[config.mk]
export PLATFORM = sky130hd
export DESIGN_NAME = router_node
export DESIGN_NICKNAME = d
export VERILOG_FILES = /design/src/rtl/router_node.sv
export SDC_FILE = /design/constraint.sdc
export NUM_CORES = 1
export LEC_CHECK = 0
export CORE_ASPECT_RATIO = 1.75
export CORE_MARGIN = 2
export CORE_UTILIZATION = 45
export DETAILED_ROUTE_END_ITERATION = 12
export MAX_ROUTING_LAYER = met4
export PLACE_DENSITY_LB_ADDON = 0.05
export SLEW_MARGIN = 20
export SYNTH_ARGS = -nofsm -noshare
export SYNTH_HDL_FRONTEND = slang
export SYNTH_SLANG_ARGS = --single-unit
[constraint.sdc]
create_clock -name clk -period 8.1 [get_ports clk]
set_clock_uncertainty 0.1 [all_clocks]
set_input_delay 1.215 -clock clk [delete_from_list [all_inputs] [get_ports clk]]
set_output_delay 1.215 -clock clk [all_outputs]
set_load 0.02 [all_outputs]
[src/rtl/router_node.sv]
// Three-port ring router node: cw, ccw and PE ports, two VCs per link.
// The VC equal to polarity moves through the crossbar; the other VC uses the links.
module router_node (
    input  logic        clk,
    input  logic        reset,
    output logic        polarity,
    input  logic        cwsi,
    input  logic        ccwsi,
    input  logic        pesi,
    input  logic [63:0] cwdi,
    input  logic [63:0] ccwdi,
    input  logic [63:0] pedi,
    output logic        cwri,
    output logic        ccwri,
    output logic        peri,
    output logic        cwso,
    output logic        ccwso,
    output logic        peso,
    output logic [63:0] cwdo,
    output logic [63:0] ccwdo,
    output logic [63:0] pedo,
    input  logic        cwro,
    input  logic        ccwro,
    input  logic        pero
);

    // Port index: 0 = cw, 1 = ccw, 2 = pe
    logic        si [3];
    logic [63:0] di [3];
    logic        ro [3];

    logic [63:0] ib_data [3][2];
    logic [1:0]  ib_full [3];
    logic [63:0] ob_data [3][2];
    logic [1:0]  ob_full [3];
    logic        so_q [3];
    logic [63:0] do_q [3];
    logic [2:0]  ptr;

    logic [1:0]  ib_set [3];
    logic [1:0]  ib_clr [3];
    logic [1:0]  ob_set [3];
    logic [1:0]  ob_clr [3];
    logic [63:0] ob_in  [3];

    logic [1:0]  vmask;
    logic [63:0] cw_pkt;
    logic [63:0] ccw_pkt;
    logic [63:0] pe_pkt;
    logic        cw_fwd;
    logic        cw_ej;
    logic        ccw_fwd;
    logic        ccw_ej;
    logic        pe_cw;
    logic        pe_ccw;
    logic [1:0]  g_cw;
    logic [1:0]  g_ccw;
    logic [1:0]  g_pe;

    assign si[0] = cwsi;
    assign si[1] = ccwsi;
    assign si[2] = pesi;
    assign di[0] = cwdi;
    assign di[1] = ccwdi;
    assign di[2] = pedi;
    assign ro[0] = cwro;
    assign ro[1] = ccwro;
    assign ro[2] = pero;

    assign cwri  = ~ib_full[0][!polarity];
    assign ccwri = ~ib_full[1][!polarity];
    assign peri  = ~ib_full[2][!polarity];

    assign cwso  = so_q[0];
    assign ccwso = so_q[1];
    assign peso  = so_q[2];
    assign cwdo  = do_q[0];
    assign ccwdo = do_q[1];
    assign pedo  = do_q[2];

    // Two-requester round robin; pri_b set means requester b goes first.
    function automatic logic [1:0] arb(
        input logic ra,
        input logic rb,
        input logic pri_b,
        input logic free
    );
        logic ga;
        logic gb;
        ga = free & ra & (~rb | ~pri_b);
        gb = free & rb & (~ra | pri_b);
        return {gb, ga};
    endfunction

    // Ring forwarding consumes one hop: hop vector shifts right by one.
    function automatic logic [63:0] fwd(input logic [63:0] p);
        return {p[63:56], 1'b0, p[55:49], p[47:0]};
    endfunction

    always_comb begin
        vmask   = polarity ? 2'b10 : 2'b01;
        cw_pkt  = ib_data[0][polarity];
        ccw_pkt = ib_data[1][polarity];
        pe_pkt  = ib_data[2][polarity];

        cw_fwd  = ib_full[0][polarity] &  cw_pkt[48];
        cw_ej   = ib_full[0][polarity] & ~cw_pkt[48];
        ccw_fwd = ib_full[1][polarity] &  ccw_pkt[48];
        ccw_ej  = ib_full[1][polarity] & ~ccw_pkt[48];
        pe_cw   = ib_full[2][polarity] & ~pe_pkt[62];
        pe_ccw  = ib_full[2][polarity] &  pe_pkt[62];

        g_cw  = arb(cw_fwd, pe_cw, ptr[0], ~ob_full[0][polarity]);
        g_ccw = arb(ccw_fwd, pe_ccw, ptr[1], ~ob_full[1][polarity]);
        g_pe  = arb(cw_ej, ccw_ej, ptr[2], ~ob_full[2][polarity]);

        for (int p = 0; p < 3; p++) begin
            ib_set[p] = {2{si[p]}} & ~ib_full[p]
                      & (di[p][63] ? 2'b10 : 2'b01);
            ob_clr[p] = {2{ro[p]}} & ob_full[p] & ~vmask;
        end

        ib_clr[0] = {2{g_cw[0] | g_pe[0]}} & vmask;
        ib_clr[1] = {2{g_ccw[0] | g_pe[1]}} & vmask;
        ib_clr[2] = {2{g_cw[1] | g_ccw[1]}} & vmask;

        ob_set[0] = {2{|g_cw}} & vmask;
        ob_set[1] = {2{|g_ccw}} & vmask;
        ob_set[2] = {2{|g_pe}} & vmask;

        ob_in[0] = g_cw[0]  ? fwd(cw_pkt)  : pe_pkt;
        ob_in[1] = g_ccw[0] ? fwd(ccw_pkt) : pe_pkt;
        ob_in[2] = g_pe[0]  ? cw_pkt       : ccw_pkt;
    end

    always_ff @(posedge clk or posedge reset) begin
        if (reset) begin
            polarity <= 1'b0;
            ptr      <= 3'b000;
            for (int p = 0; p < 3; p++) begin
                ib_full[p] <= 2'b00;
                ob_full[p] <= 2'b00;
                so_q[p]    <= 1'b0;
                do_q[p]    <= 64'd0;
            end
        end else begin
            polarity <= ~polarity;
            ptr[0] <= (|g_cw)  ? g_cw[0]  : ptr[0];
            ptr[1] <= (|g_ccw) ? g_ccw[0] : ptr[1];
            ptr[2] <= (|g_pe)  ? g_pe[0]  : ptr[2];
            for (int p = 0; p < 3; p++) begin
                ib_full[p] <= (ib_full[p] | ib_set[p]) & ~ib_clr[p];
                ob_full[p] <= (ob_full[p] | ob_set[p]) & ~ob_clr[p];
                so_q[p]    <= |ob_clr[p];
                do_q[p]    <= (|ob_clr[p]) ? ob_data[p][!polarity] : 64'd0;
            end
        end
    end

    // Payload storage needs no reset; validity lives in the full flags.
    always_ff @(posedge clk) begin
        for (int p = 0; p < 3; p++) begin
            for (int v = 0; v < 2; v++) begin
                if (ib_set[p][v])
                    ib_data[p][v] <= di[p];
                if (ob_set[p][v])
                    ob_data[p][v] <= ob_in[p];
            end
        end
    end

endmodule

# --- Word level (Yosys, flattened, before mapping) ---
# Memory sizes are Yosys's and may differ from the RTL's.
# Index checks and enable logic that the tools add are counted.
# W data, S select, Z words.
word_totals:
  n_memories: 2
  reg_bits: 211
  mem_bits_rw: 768
  in_bits: 200
  elab_cells: 187
op_classes:
  n_reduce_logical: 7
  mux: 70
  bitwise: 88
  magnitude_cmp: 4
mem_list:
  columns: ["name", "words", "width", "read_ports", "rd_ports_with_merged_regs", "write_ports", "line_no", "rtl"]
  rows:
  - ["ib_data", 3, 128, 3, 0, 3, "32", "logic [63:0] ib_data [3][2];"]
  - ["ob_data", 3, 128, 3, 0, 3, "34", "logic [63:0] ob_data [3][2];"]
op_table:
  columns: ["cell", "n"]
  rows:
  - ["$mux W64", 24]
  - ["$and A2 B2 Y2", 24]
  - ["$mux W1", 42]
  - ["$not A2 Y2", 10]
  - ["$not A1 Y1", 19]
  - ["$and A1 B1 Y1", 18]
  - ["$or A2 B2 Y2", 6]
  - ["$reduce_or A2 Y1", 6]
  - ["$or A1 B1 Y1", 9]
  - ["$mux W2", 4]
  - ["$ge A2 B2 Y1 const B", 2]
  - ["$lt A1 B2 Y1 const B", 2]
  - ["$not A1 Y2", 2]
  - ["$logic_not A1 Y1", 1]

# --- Depth between registers and ports, before layout ---
logic_depth:
  word_depth: 13
  ltp_mapped: 7

# --- Least setup slack after synthesis ---
# No wires, ideal clock.
synth_timing:
  path_type: "in2reg"
  start: "in cwdi[63]"
  end: "mem ib_data[0][100] (netlist name), enable pin"
  setup_ps: 578
  path_slack_ps: 1553
  arrival_time_ps: 5869
  path_stages: 1
  path_cell_list: "nor3b_1"
synth_lines:
  columns: ["element", "line_no", "rtl"]
  rows:
  - ["start, declared", "10", "input logic [63:0] cwdi,"]
  - ["end, declared", "32", null]

# --- Worst setup path in the final report ---
layout_timing:
  start: "reg polarity"
  end: "out peri"
layout_via:
  elab_chain_cells: 3
layout_rtl:
  columns: ["element", "line_no", "rtl"]
  rows:
  - ["start, declared", "6", "output logic polarity,"]
  - ["start signal, assigned", "147", "polarity <= ~polarity;"]
  - ["$mux W1 (not written as such) (2 in a row)", "72", "assign peri = ~ib_full[2][!polarity];"]
  - ["$not A1 Y1", "72", null]
  - ["end, declared", "15", "output logic peri,"]
# Every way passes these cells. The select of a mux whose other input is x is not followed.

==> metrics.yaml <==
dp.final_hpwl_um: 58050
post_synth_num_cell_types: 44
wl_per_cell_um: 29.37
syn-instance-count: 1764
worst_path_max_delay_cell: "sky130_fd_sc_hd__dfrtp_4"
portBuffers: 398
ys_seq_elements: 979
initialDrtViolationCount: 1256
via_count: 18320
tritoncts: "done"
num-fill-cells: 6297
maxCapViolations: 0
setup_viol_count_final: 0
max-clock-path-buffers: 3
core-area_sq_um: 80810
dr_drc_count: 0
power_mw: 13.20
std_cell_rows: 138
cp_slowest_stage_delay_ns: 1.04
topmost_layer_with_routed_signal_wires: "met4"
status: "finished clean"
worst_setup_path_end_kind: "output pin"
track_usage: 0.2439
finalCritPeriodShare: 0.6017
worst_slew_pin_slew_ns: 1.138
syn_avg_cell_area_sq_um: 20.81
initial_antenna_violation_count: 16
gr-total-overflow: 0
leakage_power_of_the_design_nw: 17.00
cts_hold_buffers: 0
slew_viol_final: 0
critPathLaunchType: "flip-flop"
met2_wirelength_um: 51220
dominantRegCellSynth: "sky130_fd_sc_hd__edfxtp_1"
cts_htree_levels: 3
clk_pin_slew_worst_paths_ns: 0.07
final_common_cell: "sky130_fd_sc_hd__edfxtp_1"
cts-buffers-inserted: 84
grt_start_max_net_pins: 105
ir_worst_vdd_mv: 0.1714
ant_nets: 0
width_of_the_die_um: 219.9
die_h_um: 381.8
post_layout_cell_count: 3329
floorplan.io_pins: 399
worstHoldPathType: "reg -> reg"
cp.arrival_ns: 3.56
clock_tree.root_cell: "sky130_fd_sc_hd__clkbuf_16"
gp_routability_congestion: 0.7955
numPlacedInstances: 3159
setup_tns_ns: 0
post_cts.repair.setup_buffers: 0
crit_chain: "buf_4, mux2i_1, clkdlybuf4s50_1"
first_global_vias: 20130
critical_path_class: "reg -> out"
syn-cell-area_sq_um: 36710
postSynth.asyncResetShare: 0.2155
initial_core_utilization: 0.4543
critical_path_required_ns: 6.78
routed_metal_1_wire_length_um: 37530
yosys_warnings: 0
post_cts_resize_count: 0
design.final.nets: 2395
most-common-layout-cells: "sky130_fd_sc_hd__edfxtp_1 (768), sky130_fd_sc_hd__clkdlybuf4s50_1 (398), sky130_fd_sc_hd__dfrtp_1 (210), sky130_fd_sc_hd__mux2i_1 (199), sky130_fd_sc_hd__nor2_1 (199)"
period_needed_ns: 4.874
grt_first_pass_wirelength_um: 138000
drt-vias-per-instance: 5.504
clk-insertion-delay-late_ns: 0.66
synth_nets: 1964
r2r_slack_ns: 3.66
detailedRoute.firstPassIterationCount: 5
dieArea_sq_um: 83970
layout-area-overhead-vs-synth_pct: 21.76
grt_setup_unrepaired: "false"
finalHoldWorstSlack_ns: 0.3864
power-per-cell-area_nw_per_um2: 295.4
routed_wirelength_um: 97780
met3_length_um: 6345
clock.fmax_ghz: 0.2052
synth-seq-area-share: 0.7720
final-hold-violation-count: 0
timing.max_slew.rel_slack: 0.2392
final_layout_size_suffix_gt1_frac: 0.1687
cts.sinks: 979
count_of_flip_flops_with_a_built_in_enable_after_synthesis: 768
timing.critical_path.fanout_max: 59
-- layout make-up --
type,count,area [sq um],share of cell area
Antenna cell,14,35.03,0.0007838
Clock buffer,129,2643,0.05912
Clock inverter,27,232.7,0.005206
Inverter,14,65.06,0.001456
Multi-Input combinational cell,682,7806,0.1746
Sequential cell,979,28350,0.6341
Tap cell,1050,1314,0.02939
Timing Repair Buffer,434,4258,0.09526
-- final timing paths --
check	startpoint	end	depth (start not counted)
worst min-delay path	ob_data[1][16]	ccwdo[16]	2
max in group asynchronous	reset	pedo[38]	3
min in group asynchronous	reset	pedo[1]	2
worst min register to register	ob_data[1][16]	ccwdo[16]	2
worst max register to register	polarity	ob_data[1][88]	4
worst max-delay path	polarity	peri	3
-- kinds of logic (layout without fill, tap and decap cells) --
family / after synthesis / count (layout) / share of synthesized area
buffers and inverters: 103 / 604 / 0.01905
AOI/OAI and AO/OA: 39 / 39 / 0.007430
and+or+nand+nor: 252 / 252 / 0.02975
muxes: 391 / 391 / 0.1717
other: 0 / 14 / 0
DFF: 979 / 979 / 0.7720
-- sequential cells by signal (all words and copies together), names as in the netlist --
register	count
ib_data	384
ob_data	384
ccwdo	64
cwdo	64
pedo	64
ib_full	6
ob_full	6
ptr	3
ccwso	1
cwso	1
peso	1
polarity	1
-- per-layer routing --
metal,up-vias,global-route usage
li1,7834,-
met1,9648,0.2916
met2,701,0.4137
met3,141,0.04930
met4,0,0.07905
met5,-,-
-- where the power goes --
group	switching, mW	total (mW)	internal, mW
registers	0.314	6.66	6.35
clock network	1.77	4.14	2.38
logic	1.47	2.40	0.932
-- cell usage after synthesis, drive strengths merged, types with 3 or more instances --
cell / n / area, sq um
nor2: 206 / 773.2
edfxtp: 768 / 23060
buf: 86 / 635.6
nor3: 4 / 20.02
nand2b: 4 / 32.53
inv: 14 / 52.55
clkbuf: 3 / 11.26
mux4: 189 / 4279
o22ai: 3 / 18.77
nand4b: 3 / 26.28
nand2: 10 / 37.54
dfrtp: 211 / 5280
mux2: 3 / 33.78
a21o: 3 / 22.52
o21ai: 11 / 55.05
nor2b: 11 / 68.82
mux2i: 199 / 1992
a21oi: 9 / 45.04
-- worst max-delay path: cells and delay by family (launching register included) --
kind / cells / cell delay (ns)
buffers and inverters: 2 / 1.52
DFF: 1 / 1.04
muxes: 1 / 0.30
-- per-stage QoR --
step | worst slack [ns] | area [sq um] | util
finish | 3.226 | 44700 | 0.5532
global route | 2.962 | 44700 | 0.5532
CTS | 3.118 | 44660 | 0.5527
detailed placement | 3.542 | 41790 | 0.5171
global placement | 3.594 | 41780 | 0.5170
floorplan | 1.019 | 36710 | -
Power figures use the tool's default switching activity.
